`src/rtl/edge_threshold_stats.sv`:
```
// edge_threshold_stats
//   Back end of the Sobel edge path. Thresholds the 12-bit edge magnitude
//   into a binary edge map (0x000 / 0xFFF, one cycle of latency). It also
//   gathers per-frame edge statistics (saturating edge count and bounding
//   box) and publishes them when a frame completes.
//
// Ports
//   iCLK, iRST        pixel clock, asynchronous active-low reset
//   iEdge, iDVAL      edge magnitude and its per-pixel valid
//   iFVAL             frame valid, high across the active frame
//   iThreshold        edge threshold, captured at frame start
//   oBin, oDVAL       binary edge map and its valid (iDVAL delayed 1 cycle)
//   oEdgeCount        edge pixels in the last completed frame
//   oMinX..oMaxY      bounding box of those edge pixels
//   oBoxValid         last completed frame had at least one edge pixel
//   oFrameDone        one-cycle pulse, coincident with the statistics update
module edge_threshold_stats #(
  parameter int H_ACTIVE = 640,
  parameter int V_ACTIVE = 480,
  parameter int BORDER   = 2,
  parameter int CNT_W    = 20
) (
  input  logic             iCLK,
  input  logic             iRST,
  input  logic [11:0]      iEdge,
  input  logic             iDVAL,
  input  logic             iFVAL,
  input  logic [11:0]      iThreshold,
  output logic [11:0]      oBin,
  output logic             oDVAL,
  output logic [CNT_W-1:0] oEdgeCount,
  output logic [9:0]       oMinX,
  output logic [9:0]       oMaxX,
  output logic [9:0]       oMinY,
  output logic [9:0]       oMaxY,
  output logic             oBoxValid,
  output logic             oFrameDone
);

  localparam logic [9:0]       X_LAST  = 10'(H_ACTIVE - 1);
  localparam logic [9:0]       Y_LAST  = 10'(V_ACTIVE - 1);
  localparam logic [9:0]       BRD     = 10'(BORDER);
  localparam logic [CNT_W-1:0] CNT_MAX = {CNT_W{1'b1}};
  localparam logic [CNT_W-1:0] CNT_ONE = CNT_W'(1);

  // WAIT_LOW swallows any frame already in flight after reset or after a
  // completed frame; a frame is only measured when its rising iFVAL edge is
  // seen from IDLE.
  typedef enum logic [1:0] {WAIT_LOW, IDLE, ACTIVE, DONE} state_e;

  // Running per-frame accumulator.
  typedef struct packed {
    logic [CNT_W-1:0] cnt;
    logic [9:0]       min_x;
    logic [9:0]       max_x;
    logic [9:0]       min_y;
    logic [9:0]       max_y;
  } acc_t;

  state_e      state_q, state_d;
  logic [11:0] thr_q, thr_d;
  logic [9:0]  x_q, x_d;
  logic [9:0]  y_q, y_d;
  acc_t        acc_q, acc_d;

  logic [11:0]      bin_q, bin_d;
  logic             dval_q, dval_d;
  logic [CNT_W-1:0] ocnt_q, ocnt_d;
  logic [9:0]       ominx_q, ominx_d;
  logic [9:0]       omaxx_q, omaxx_d;
  logic [9:0]       ominy_q, ominy_d;
  logic [9:0]       omaxy_q, omaxy_d;
  logic             obv_q, obv_d;
  logic             ofd_q, ofd_d;

  logic frame_start;
  logic px;
  logic is_edge;
  logic last_px;

  // ---------------------------------------------------------------------
  // Per-pixel decode
  // ---------------------------------------------------------------------
  always_comb begin
    frame_start = (state_q == IDLE) && iFVAL;
    px          = (state_q == ACTIVE) && iDVAL;
    // The first BORDER rows/columns are the 3x3 window fill region, where
    // the Sobel output is not meaningful.
    is_edge     = px && (iEdge >= thr_q) && (x_q >= BRD) && (y_q >= BRD);
    last_px     = px && (x_q == X_LAST) && (y_q == Y_LAST);
  end

  // ---------------------------------------------------------------------
  // Frame FSM
  // ---------------------------------------------------------------------
  always_comb begin
    state_d = state_q;
    unique case (state_q)
      WAIT_LOW: if (!iFVAL) state_d = IDLE;
      IDLE:     if (iFVAL)  state_d = ACTIVE;
      // A falling iFVAL before the last pixel is a short frame: drop back
      // to IDLE and leave the published statistics untouched.
      ACTIVE: begin
        if (!iFVAL)       state_d = IDLE;
        else if (last_px) state_d = DONE;
      end
      DONE:     state_d = WAIT_LOW;
      default:  state_d = WAIT_LOW;
    endcase
  end

  // ---------------------------------------------------------------------
  // Position counters, shadow threshold and accumulators
  // ---------------------------------------------------------------------
  always_comb begin
    thr_d = thr_q;
    x_d   = x_q;
    y_d   = y_q;
    acc_d = acc_q;
    if (frame_start) begin
      thr_d       = iThreshold;
      x_d         = '0;
      y_d         = '0;
      acc_d.cnt   = '0;
      acc_d.min_x = '1;
      acc_d.max_x = '0;
      acc_d.min_y = '1;
      acc_d.max_y = '0;
    end else if (px) begin
      // y may step one past the last row on the final pixel; it is never
      // used before the next frame start clears it.
      if (x_q == X_LAST) begin
        x_d = '0;
        y_d = y_q + 10'd1;
      end else begin
        x_d = x_q + 10'd1;
      end
      if (is_edge) begin
        if (acc_q.cnt != CNT_MAX) acc_d.cnt = acc_q.cnt + CNT_ONE;
        if (x_q < acc_q.min_x)    acc_d.min_x = x_q;
        if (x_q > acc_q.max_x)    acc_d.max_x = x_q;
        if (y_q < acc_q.min_y)    acc_d.min_y = y_q;
        if (y_q > acc_q.max_y)    acc_d.max_y = y_q;
      end
    end
  end

  // ---------------------------------------------------------------------
  // Output stage
  // ---------------------------------------------------------------------
  always_comb begin
    // oBin holds across iDVAL gaps; valid pixels outside ACTIVE read 0x000
    // because is_edge is already qualified by the state.
    bin_d   = iDVAL ? (is_edge ? 12'hFFF : 12'h000) : bin_q;
    dval_d  = iDVAL;
    ocnt_d  = ocnt_q;
    ominx_d = ominx_q;
    omaxx_d = omaxx_q;
    ominy_d = ominy_q;
    omaxy_d = omaxy_q;
    obv_d   = obv_q;
    ofd_d   = 1'b0;
    if (state_q == DONE) begin
      // Accumulators already include the last pixel (registered on the
      // cycle that moved us into DONE).
      ocnt_d = acc_q.cnt;
      obv_d  = (acc_q.cnt != '0);
      // Count saturates rather than wraps, so non-zero means "saw an edge".
      // An empty frame reports a zero box instead of the all-ones seeds.
      ominx_d = obv_d ? acc_q.min_x : '0;
      omaxx_d = obv_d ? acc_q.max_x : '0;
      ominy_d = obv_d ? acc_q.min_y : '0;
      omaxy_d = obv_d ? acc_q.max_y : '0;
      ofd_d   = 1'b1;
    end
  end

  // ---------------------------------------------------------------------
  // Registers
  // ---------------------------------------------------------------------
  always_ff @(posedge iCLK or negedge iRST) begin
    if (!iRST) begin
      state_q <= WAIT_LOW;
      thr_q   <= 12'hFFF;
      x_q     <= '0;
      y_q     <= '0;
      acc_q   <= '0;
      bin_q   <= '0;
      dval_q  <= 1'b0;
      ocnt_q  <= '0;
      ominx_q <= '0;
      omaxx_q <= '0;
      ominy_q <= '0;
      omaxy_q <= '0;
      obv_q   <= 1'b0;
      ofd_q   <= 1'b0;
    end else begin
      state_q <= state_d;
      thr_q   <= thr_d;
      x_q     <= x_d;
      y_q     <= y_d;
      acc_q   <= acc_d;
      bin_q   <= bin_d;
      dval_q  <= dval_d;
      ocnt_q  <= ocnt_d;
      ominx_q <= ominx_d;
      omaxx_q <= omaxx_d;
      ominy_q <= ominy_d;
      omaxy_q <= omaxy_d;
      obv_q   <= obv_d;
      ofd_q   <= ofd_d;
    end
  end

  assign oBin       = bin_q;
  assign oDVAL      = dval_q;
  assign oEdgeCount = ocnt_q;
  assign oMinX      = ominx_q;
  assign oMaxX      = omaxx_q;
  assign oMinY      = ominy_q;
  assign oMaxY      = omaxy_q;
  assign oBoxValid  = obv_q;
  assign oFrameDone = ofd_q;

endmodule

```
`config.mk`:
```
export PLATFORM = sky130hd
export DESIGN_NAME = edge_threshold_stats
export DESIGN_NICKNAME = d
export VERILOG_FILES = /design/src/rtl/edge_threshold_stats.sv
export SDC_FILE = /design/constraint.sdc
export NUM_CORES = 1
export LEC_CHECK = 0
export CORE_ASPECT_RATIO = 1.2
export CORE_MARGIN = 2
export CORE_UTILIZATION = 51
export DETAILED_ROUTE_END_ITERATION = 8
export HOLD_SLACK_MARGIN = 0.03
export PLACE_DENSITY = 0.73
export SETUP_SLACK_MARGIN = 0.4
export SYNTH_ARGS = -nofsm -noshare
export SYNTH_HDL_FRONTEND = slang
export SYNTH_SLANG_ARGS = --single-unit
```
`constraint.sdc`:
```
create_clock -name iCLK -period 2.4 [get_ports iCLK]
set_clock_uncertainty 0.15 [all_clocks]
set_input_delay 0.36 -clock iCLK [delete_from_list [all_inputs] [get_ports iCLK]]
set_output_delay 0.36 -clock iCLK [all_outputs]
set_load 0.05 [all_outputs]
```
==> flow_summary.yaml, run 1 <==
cts:
  clock_tree.root_cell: "sky130_fd_sc_hd__clkbuf_16"
  clk_transition_reported_paths_ns: 0.06
  clock_latency_ns: 0.43
  clock_tree.htree_level_count: 4
  clock_tree_from_tritoncts: "done"
  cts_inserted_buffers: 17
  max_buffers_root_to_sink: 2
  number_of_sinks_driven_by_the_clock_tree: 158
synth:
  ys_types: 57
  seq_area_frac_synth_pct: 48.8
  synth_top_family_by_area: "simple AND/OR/NAND/NOR gates"
  synth_top_flop_cell: "sky130_fd_sc_hd__dfrtp_1"
  synth-compound-area-share_pct: 11.7
  syn_area_per_cell_um2: 10.4
  number_of_warning_messages_in_the_yosys_log: 0
  yosys.area_share.simple_pct: 15.3
  synth-async-reset-ratio_pct: 100
  syn_nets: 869
  yosysTopAreaCell: "sky130_fd_sc_hd__dfrtp_1"
  synth.area.mux_share_pct: 7.88
  syn_area_um2: 8130
  synthXorXnorAreaFrac_pct: 1.51
  syn_inst: 785
  synth_fa_ha_area_share_pct: 8.62
  yosys_register_bits: 158
  number_of_enable_type_register_cells_in_the_synthesized_netlist: 0
  synth.top_cell.area_share_pct: 44.9
  synth.area.top_cells: "sky130_fd_sc_hd__dfrtp_1 45%, sky130_fd_sc_hd__ha_1 8.6%, sky130_fd_sc_hd__mux2i_1 4.6%"
drt:
  drt.antenna.violating_nets: 0
  route.detailed.wl_per_inst_um: 18.7
  vias_per_cell: 5.76
  drt_first_iter_violations: 414
  route.vias.total: 6712
  drt_drc_violations_left: 0
  totalWireLength_mm: 21.8
  drt_pre_antenna_iters: 5
sta:
  slew_headroom_pct: 63.3
  timing.final.setup_violations: 0
  max_clock_freq_ghz: 0.421
  grt_setup_unrepaired: "yes"
  finalMaxSlewViolations: 0
  worst_hold_slack_ns: 0.250
  period_share_pct: 99.1
  worst_margin_pin_slew_ns: 0.550
  timing.final.crit_period_ns: 2.38
  finalHoldViolCount: 0
global_route:
  grt_most_used_layer: "met2"
  grt_util_met2_pct: 46.7
  antenna_found_initial: 0
  grt_first_pass_wirelength_mm: 35.1
  gr-usage-met3_pct: 5.17
  globalRoute.totalOverflow: 0
  groute.usage.overall_pct: 26.2
  grt_max_degree: 68
  first_global_vias: 7207
  globalRouteMet1Util_pct: 29.6
floorplanning:
  initial_core_util_pct: 52.2
  floorplan.die_area_um2: 17000
  row_count: 50
  io_pins: 103
  width_of_the_die_um: 119
  dieHeight_um: 142
  core_area_um2: 15600
cells_and_area:
  fillers: 1057
  antenna-diode-count: 0
  final_layout_size_suffix_gt1_share_pct: 28.6
  seqCellArea_um2: 3980
  final_net_count: 1029
  multi_input_gate_area_um2: 4230
  areaGrowthSynthToFinish_pct: 36.5
  stdcell_area_um2: 11100
min_path:
  hold_path_class: "in2reg"
setup_path:
  cp.arrival_ns: 2.59
  timing.setup.critical_path_class: "reg2reg"
  crit_required_ns: 2.61
  critical_path.endpoint_type: "register"
  worstSetupStartpointType: "register"
  crit_fanout: 5
placed_design:
  place_area_um2: 9820
  io_buffer_count: 102
  place.detailed.hpwl_mm: 14.2
  gp_routability_congestion: 0.905
pwr:
  final_total_power_uw: 6650
  ir_drop_mv: 0.472
  leakage_power_of_the_design_uw: 0.00547
  power_density_nw_per_um2: 599
run_status:
  status: "complete, no violations"
job:
  maxCapViolations: 0
cells by family after synthesis:
| kind of cell | count (synthesis) |
|---|---|
| AND/OR/NAND/NOR | 238 |
| flip-flops | 158 |
| AO/OA/AOI/OAI | 143 |
| buffers and inverters | 115 |
| multiplexers | 61 |
| adder cells (fa/ha/maj) | 56 |
| XOR/XNOR | 14 |
critical path: stages (launching register included):
cell                       delay, ns
sky130_fd_sc_hd__dfstp_2        0.54
sky130_fd_sc_hd__inv_2          0.05
sky130_fd_sc_hd__ha_4           0.24
sky130_fd_sc_hd__a21oi_2        0.12
sky130_fd_sc_hd__o21ai_1        0.08
sky130_fd_sc_hd__a21o_1         0.17
sky130_fd_sc_hd__a31oi_2        0.15
sky130_fd_sc_hd__buf_6          0.16
sky130_fd_sc_hd__nand4b_1       0.24
sky130_fd_sc_hd__buf_4          0.20
sky130_fd_sc_hd__mux2i_1        0.18
flip-flops by register name (all words and copies together), names as in the netlist:
name and count:
oEdgeCount 20, oFrameDone 1, thr_q 12, oMinY 10, acc_q 60, oDVAL 1
oBoxValid 1, x_q 10, y_q 10, state_q 2, oMinX 10, oMaxX 10
oBin 1, oMaxY 10
through the flow:
stage / TNS, ns / utilization (%) / std cells / setup slack, ns
after global routing: -0.410 / 71.2 / 1165 / -0.0440
after global placement: -15.06 / 63.1 / 1104 / -0.314
after detailed placement: -15.80 / 63.1 / 1104 / -0.307
final: 0 / 71.2 / 1165 / 0.0223
after CTS: 0 / 69.0 / 1158 / 0.0641
after floorplan: 0 / - / 785 / 0.251
final cells by class:
cell class,instances,share of cell area [%]
multi-input cells,512,38.1
well taps,208,2.35
clock buffers,21,4.24
repair buffers,188,16.1
flip-flops and latches,158,35.9
inverters,68,2.30
clock inverters,10,1.03
synthesized netlist by cell type (all sizes together), types with 3 or more instances:
| library cell | instances |
|---|---|
| ha | 56 |
| mux2i | 37 |
| a21o | 3 |
| a22o | 40 |
| or3 | 13 |
| nor4 | 11 |
| xnor2 | 13 |
| nand3 | 19 |
| nand2b | 4 |
| or4 | 5 |
| o31ai | 4 |
| o211ai | 4 |
| a21oi | 30 |
| nor3 | 6 |
| nand4 | 19 |
| dfstp | 12 |
| and4 | 6 |
| nand2 | 65 |
| nor2 | 67 |
| and3 | 5 |
| o21ai | 41 |
| a31oi | 4 |
| mux2 | 24 |
| clkbuf | 23 |
| inv | 68 |
| dfrtp | 146 |
| a211oi | 6 |
| buf | 24 |
| and2 | 6 |
metal layers:
metal / vias to the layer above / part of all wire [%] / wire length [µm]
met5: - / 0 / 0
met4: 0 / 3.2 / 688
met3: 65 / 4.9 / 1060
met2: 243 / 53 / 11500
met1: 3330 / 39 / 8540
li1: 3074 / - / -
what timing repair did:
item | 4_1_cts | 5_1_grt
cloned | 2 | 2
pin swaps | 18 | 17
endpoints found under the hold margin | 38 | 0
resized for setup | 149 | 74
hold buffers | 1 | 0
setup buffers | 20 | 5
endpoints found under the setup margin | 181 | 121
worst paths after layout:
path                        endpoint  slack (ns)  startpoint  depth (start not counted)
hold / removal                 oDVAL        0.25       iDVAL                          2
max in group asynchronous     y_q[7]        1.11        iRST                          3
setup / recovery           acc_q[23]        0.02   thr_q[11]                         10
setup reg to reg           acc_q[23]        0.02   thr_q[11]                         10
hold reg to reg             thr_q[0]        0.33    thr_q[0]                          2
min in group asynchronous  acc_q[34]        0.32        iRST                          2
power by group:
part	internal, µW	switching [µW]	leakage [µW]
clock network	1600	1100	0.000277
logic	463	641	0.00316
registers	2790	60.5	0.00204
total	4850	1800	0.00547
cell usage in the layout, fill, tap and decap left out, types with 9 or more instances in the layout:
| cell type | count |
|---|---|
| sky130_fd_sc_hd__nand2_2 | 9 |
| sky130_fd_sc_hd__a21oi_2 | 11 |
| sky130_fd_sc_hd__mux2_2 | 18 |
| sky130_fd_sc_hd__dfstp_2 | 12 |
| sky130_fd_sc_hd__dlygate4sd2_1 | 64 |
| sky130_fd_sc_hd__buf_6 | 23 |
| sky130_fd_sc_hd__dfrtp_2 | 10 |
| sky130_fd_sc_hd__ha_4 | 9 |
| sky130_fd_sc_hd__nand4_1 | 16 |
| sky130_fd_sc_hd__nand2_1 | 55 |
| sky130_fd_sc_hd__clkdlybuf4s50_1 | 25 |
| sky130_fd_sc_hd__inv_1 | 60 |
| sky130_fd_sc_hd__mux2i_1 | 36 |
| sky130_fd_sc_hd__or3_1 | 10 |
| sky130_fd_sc_hd__clkbuf_16 | 18 |
| sky130_fd_sc_hd__nor2_1 | 62 |
| sky130_fd_sc_hd__nand3_1 | 16 |
| sky130_fd_sc_hd__a22o_1 | 40 |
| sky130_fd_sc_hd__ha_1 | 45 |
| sky130_fd_sc_hd__buf_4 | 54 |
| sky130_fd_sc_hd__dfrtp_1 | 136 |
| sky130_fd_sc_hd__a21oi_1 | 19 |
| sky130_fd_sc_hd__o21ai_0 | 31 |
Note: power is estimated with default switching activity, not from simulation.
==> inputs of run 2 (changes only) <==
CORE_UTILIZATION = 30   (was 51)
PLACE_DENSITY = 0.46   (was 0.73)
==> run 2 against run 1 <==
Compared with the run above:
- the flow now finishes with violations (negative setup slack)
- utilization down 29 points
- total power up 1.3%
- via count down 4.4%
- non-clock buffer count up 32
- highest routed layer unchanged
==> flow_summary.yaml, run 2 (same netlist as run 1, synthesis figures left out) <==
cells_and_area:
  stdcell_area_um2: 11500
  layout_common_cells: "144 x sky130_fd_sc_hd__dfrtp_1, 81 x sky130_fd_sc_hd__buf_4, 63 x sky130_fd_sc_hd__dlygate4sd2_1"
  largest_register_ffs: 60
  areaGrowthSynthToFinish_pct: 41.2
  antenna-diode-count: 0
  top_register: "acc_q"
  fillers: 2589
  final_common_cell: "sky130_fd_sc_hd__dfrtp_1"
  final_layout_size_suffix_gt1_share_pct: 28.3
  final_net_count: 1061
setup_path:
  critPathCapture: "acc_q[7]"
  worstRegToRegCells: 10
  critical_path.endpoint_type: "register"
  crit_required_ns: 2.57
  crit-reg2reg-launch: "thr_q[7]"
  crit_fanout: 7
  worstSetupStartpointType: "register"
  cp.arrival_ns: 2.61
  worstReg2RegEnd: "acc_q[7]"
  crit_path_start: "thr_q[7]"
  ff2ff_setup_slack_ns: -0.04
  timing.setup.critical_path_class: "reg2reg"
min_path:
  hold_path_class: "in2reg"
  min_path_cells: 2
pwr:
  internal_power_uw: 4850
  power_density_nw_per_um2: 587
  p_comb_share_pct: 16.6
  leakage_power_of_the_design_uw: 0.00562
  ir_drop_mv: 0.469
  seq_power_share_pct: 42.0
  power_frac_clock_pct: 41.3
  power.switching_uw: 1890
  switching_share_pct: 28.0
  final_total_power_uw: 6730
cts:
  clk_transition_reported_paths_ns: 0.07
  clock_tree.htree_level_count: 4
  cts_inserted_buffers: 17
  clock_tree_from_tritoncts: "done"
  max_buffers_root_to_sink: 2
  number_of_sinks_driven_by_the_clock_tree: 158
  clock_latency_ns: 0.44
  clock_tree.root_cell: "sky130_fd_sc_hd__clkbuf_16"
placed_design:
  place_area_um2: 10300
  gp_routability_congestion: 0.832
  io_buffer_count: 102
  place.detailed.hpwl_mm: 15.5
sta:
  worst_margin_pin_slew_ns: 0.545
  finalMaxSlewViolations: 0
  slew_headroom_pct: 63.8
  final_critical_path_setup_slack_ns: -0.0405
  timing.final.setup_violations: 4
  setup_tns_ns: -0.116
  max_clock_freq_ghz: 0.410
  finalHoldViolCount: 0
  grt_setup_unrepaired: "yes"
  timing.final.crit_period_ns: 2.44
  period_share_pct: 102
drt:
  m1WireLength_mm: 10.1
  totalWireLength_mm: 21.8
  drt_first_iter_violations: 312
  drt.antenna.violating_nets: 0
  vias_per_cell: 4.83
  route.vias.total: 6418
  drt_pre_antenna_iters: 4
  route.detailed.wl_per_inst_um: 16.4
  top_layer: "met4"
  drt_drc_violations_left: 0
  wl_met2_mm: 10.8
  wl_met3_um: 628
floorplanning:
  core_area_um2: 26900
  io_pins: 103
  row_count: 66
  initial_core_util_pct: 30.2
  width_of_the_die_um: 154
  floorplan.die_area_um2: 28400
  dieHeight_um: 184
run_status:
  status: "finished, violations left"
  violations_in_the_final_reports: "negative setup slack"
global_route:
  grt_first_pass_wirelength_mm: 36.0
  antenna_found_initial: 0
  groute.usage.overall_pct: 16.1
  first_global_vias: 6605
  globalRoute.totalOverflow: 0
  grt_max_degree: 73
job:
  maxCapViolations: 0
==> run 2: cell count changes in the layout (fill, tap and decap cells not counted), moves of 4 or more <==
cell,delta
sky130_fd_sc_hd__clkdlybuf4s15_2,+4
sky130_fd_sc_hd__clkbuf_2,-4
sky130_fd_sc_hd__dfrtp_2,-8
sky130_fd_sc_hd__buf_12,+4
sky130_fd_sc_hd__dfrtp_1,+8
sky130_fd_sc_hd__inv_6,+7
sky130_fd_sc_hd__nand2_2,-4
sky130_fd_sc_hd__buf_4,+27
==> run 2: through the flow <==
| step | hold slack [ns] | instances | worst slack [ns] | util, % |
|---|---|---|---|---|
| 6_report | 0.108 | 1330 | -0.0405 | 42.6 |
| 3_3_place_gp | 0.192 | 1272 | -0.626 | 38.3 |
| 2_1_floorplan | -0.0856 | 785 | 0.251 | - |
| 3_5_place_dp | 0.183 | 1272 | -0.687 | 38.3 |
| 4_1_cts | 0.277 | 1320 | -0.0173 | 41.6 |
| 5_1_grt | 0.0795 | 1330 | -0.136 | 42.6 |
==> run 2: worst min-delay path by stage <==
stage / start / endpoint
6_report: iDVAL / oDVAL
5_1_grt: iDVAL / oDVAL
4_1_cts: iRST / oMinX[2]
3_5_place_dp: iRST / oEdgeCount[7]
3_3_place_gp: iRST / oMinX[1]
2_1_floorplan: iRST / acc_q[0]
==> run 2: final cells by class <==
type                    instances  area (µm²)  share of cell area (%)
clock buffers                  18         429                    3.74
clock inverters                14         169                    1.47
well taps                     340         425                    3.71
flip-flops and latches        158        3970                    34.6
inverters                      68         255                    2.22
repair buffers                220        2110                    18.4
multi-input cells             512        4110                    35.8
==> run 2: power groups by stage <==
stage	registers, µW	logic (µW)	clock network, µW
global route	2840	1240	3000
finish	2830	1120	2780
global placement	2880	937	0
floorplan	2960	424	0
detailed placement	2880	945	0
CTS	2830	1040	2880
==> run 2: critical path, stage by stage (launching register included) <==
cell and delay, ns:
sky130_fd_sc_hd__dfstp_2 0.52, sky130_fd_sc_hd__inv_2 0.04, sky130_fd_sc_hd__ha_4 0.24, sky130_fd_sc_hd__a21oi_2 0.12
sky130_fd_sc_hd__o21ai_1 0.07, sky130_fd_sc_hd__a21o_1 0.20, sky130_fd_sc_hd__a31oi_4 0.24, sky130_fd_sc_hd__buf_6 0.15
sky130_fd_sc_hd__nand4b_1 0.15, sky130_fd_sc_hd__buf_12 0.15, sky130_fd_sc_hd__mux2_4 0.29
==> run 2: timing repair <==
| item | in CTS | in global routing |
|---|---|---|
| pin swaps | 16 | 26 |
| hold buffers | 1 | 0 |
| hold endpoints to repair | 31 | 0 |
| resized for setup | 138 | 48 |
| cloned | 1 | 1 |
| setup endpoints to repair | 175 | 114 |
| setup buffers | 14 | 9 |
==> run 2: routing by layer <==
| layer | global-route usage (%) | vias to the layer above |
|---|---|---|
| li1 | - | 3158 |
| met1 | 20.9 | 3151 |
| met2 | 27.6 | 94 |
| met3 | 3.06 | 15 |
| met4 | 4.70 | 0 |
| met5 | 0 | - |
==> inputs of run 3 (changes only) <==
SETUP_SLACK_MARGIN = 0.15   (was 0.4)
==> run 3 against run 2 <==
Compared with the run above:
- the run still ends with negative setup slack left
- sequential share of layout area rose by 0.79 points
- die area unchanged
- utilization fell by 0.94 points
- largest cell class unchanged
==> flow_summary.yaml, run 3 (same netlist as run 1, synthesis figures left out) <==
run_status:
  status: "finished, violations left"
  violations_in_the_final_reports: "negative setup slack"
setup_path:
  worstSetupStartpointType: "register"
  cp.arrival_ns: 2.64
  critical_path.endpoint_type: "register"
  crit_fanout: 7
  crit_required_ns: 2.58
  ff2ff_setup_slack_ns: -0.06
  timing.setup.critical_path_class: "reg2reg"
cells_and_area:
  stdcell_area_um2: 11200
  final_net_count: 1049
  post_layout_instance_count_excluding_filler_cells: 1318
  antenna-diode-count: 0
  layout_common_cells: "143 x sky130_fd_sc_hd__dfrtp_1, 89 x sky130_fd_sc_hd__clkdlybuf4s50_1, 82 x sky130_fd_sc_hd__buf_4"
  areaGrowthSynthToFinish_pct: 38.0
  final_layout_size_suffix_gt1_share_pct: 24.9
  largest_register_ffs: 60
  final_common_cell: "sky130_fd_sc_hd__dfrtp_1"
  top_register: "acc_q"
sta:
  finalMaxSlewViolations: 0
  finalHoldViolCount: 0
  max_clock_freq_ghz: 0.406
  period_share_pct: 103
  grt_setup_unrepaired: "yes"
  timing.final.setup_violations: 31
  final_critical_path_setup_slack_ns: -0.0626
  worst_margin_pin_slew_ns: 0.561
  slew_headroom_pct: 62.5
  timing.final.crit_period_ns: 2.46
floorplanning:
  width_of_the_die_um: 154
  io_pins: 103
  floorplan.die_area_um2: 28400
  row_count: 66
  core_area_um2: 26900
  dieHeight_um: 184
  initial_core_util_pct: 30.2
cts:
  clock_tree_from_tritoncts: "done"
  number_of_sinks_driven_by_the_clock_tree: 158
  max_buffers_root_to_sink: 2
  clock_latency_ns: 0.44
  clk_transition_reported_paths_ns: 0.07
  clock_tree.htree_level_count: 4
  clock_tree.root_cell: "sky130_fd_sc_hd__clkbuf_16"
  cts_inserted_buffers: 17
global_route:
  grt_max_degree: 80
  grt_first_pass_wirelength_mm: 35.6
  globalRoute.totalOverflow: 0
  antenna_found_initial: 0
  first_global_vias: 6530
  groute.usage.overall_pct: 16.1
placed_design:
  gp_routability_congestion: 0.823
  place_area_um2: 10100
  place.detailed.hpwl_mm: 15.4
  placedCellCount: 1264
  io_buffer_count: 102
drt:
  vias_per_cell: 4.84
  drt_first_iter_violations: 282
  route.vias.total: 6377
  route.detailed.wl_per_inst_um: 16.5
  drt_drc_violations_left: 0
  totalWireLength_mm: 21.7
  drt.antenna.violating_nets: 0
  drt_pre_antenna_iters: 4
pwr:
  power_density_nw_per_um2: 597
  ir_drop_mv: 0.545
  leakage_power_of_the_design_uw: 0.00525
job:
  maxCapViolations: 0
min_path:
  hold_path_class: "in2async"
run 3: changes by cell type in the layout (fill, tap and decap cells not counted), moves of 3 or more:
| cell | delta |
|---|---|
| sky130_fd_sc_hd__xnor2_2 | -3 |
| sky130_fd_sc_hd__o21ai_0 | +5 |
| sky130_fd_sc_hd__clkdlybuf4s15_2 | -12 |
| sky130_fd_sc_hd__dlygate4sd2_1 | -51 |
| sky130_fd_sc_hd__clkinvlp_4 | +3 |
| sky130_fd_sc_hd__o21ai_1 | -3 |
| sky130_fd_sc_hd__xnor2_1 | +3 |
| sky130_fd_sc_hd__clkdlybuf4s50_1 | +64 |
| sky130_fd_sc_hd__or3_1 | -5 |
| sky130_fd_sc_hd__buf_6 | -8 |
| sky130_fd_sc_hd__or3_4 | +5 |
| sky130_fd_sc_hd__nor2_1 | +3 |
| sky130_fd_sc_hd__buf_12 | -5 |
run 3: routing by layer:
layer	vias up	GRT usage [%]	wire [µm]	part of all wire, %
li1	3132	-	-	-
met1	3111	20.7	9920	46
met2	106	27.7	10900	50
met3	28	2.87	560	2.6
met4	0	5.19	340	1.6
met5	-	0	0	0
run 3: final timing paths:
kind / from / to / cells past startpoint
setup / recovery: thr_q[0] / acc_q[7] / 9
hold / removal: iRST / oMinX[1] / 2
setup reg to reg: thr_q[0] / acc_q[7] / 9
hold reg to reg: oBoxValid / oBoxValid / 1
max in group asynchronous: iRST / y_q[7] / 3
min in group iCLK: iThreshold[0] / thr_q[0] / 3
run 3: where the power goes:
group          switching, µW  leakage (µW)  internal [µW]
Sequential              44.5       0.00205           2780
Clock                   1210      0.000266           1450
Combinational            642       0.00293            575
run 3: cell type report:
type                            count  area, µm²
Multi-Input combinational cell    512       4040
Tap cell                          340        425
Clock buffer                       18        429
Fill cell                        2611      15700
Sequential cell                   158       3970
Timing Repair Buffer              208       1970
Inverter                           68        255
Clock inverter                     14        134
run 3: critical path, stage by stage (launching register included):
cell                       delay, ns
sky130_fd_sc_hd__dfstp_2        0.56
sky130_fd_sc_hd__ha_4           0.20
sky130_fd_sc_hd__nand2b_4       0.13
sky130_fd_sc_hd__a21oi_2        0.11
sky130_fd_sc_hd__o21ai_1        0.07
sky130_fd_sc_hd__buf_4          0.14
sky130_fd_sc_hd__a31oi_4        0.36
sky130_fd_sc_hd__nand4b_1       0.18
sky130_fd_sc_hd__buf_6          0.15
sky130_fd_sc_hd__mux2_4         0.30
run 3: stage by stage:
step / hold WS (ns) / power [µW] / setup WS (ns) / TNS, ns / utilization, %
6_report: 0.264 / 6700 / -0.0626 / -0.876 / 41.7
2_1_floorplan: -0.0856 / 3320 / 0.143 / 0 / -
4_1_cts: 0.255 / 6750 / -0.0651 / -1.32 / 40.9
3_3_place_gp: 0.178 / 3740 / -0.738 / -31.15 / 37.4
5_1_grt: 0.289 / 7040 / -0.176 / -6.08 / 41.7
3_5_place_dp: 0.181 / 3750 / -0.813 / -33.93 / 37.4
run 3: repair_timing:
item / in CTS / in global routing
hold buffers: 1 / 0
endpoints found under the hold margin: 40 / 0
setup endpoints to repair: 75 / 65
gates cloned: 1 / 0
setup buffers: 12 / 8
gates resized for setup: 67 / 33
pin swaps: 25 / 26
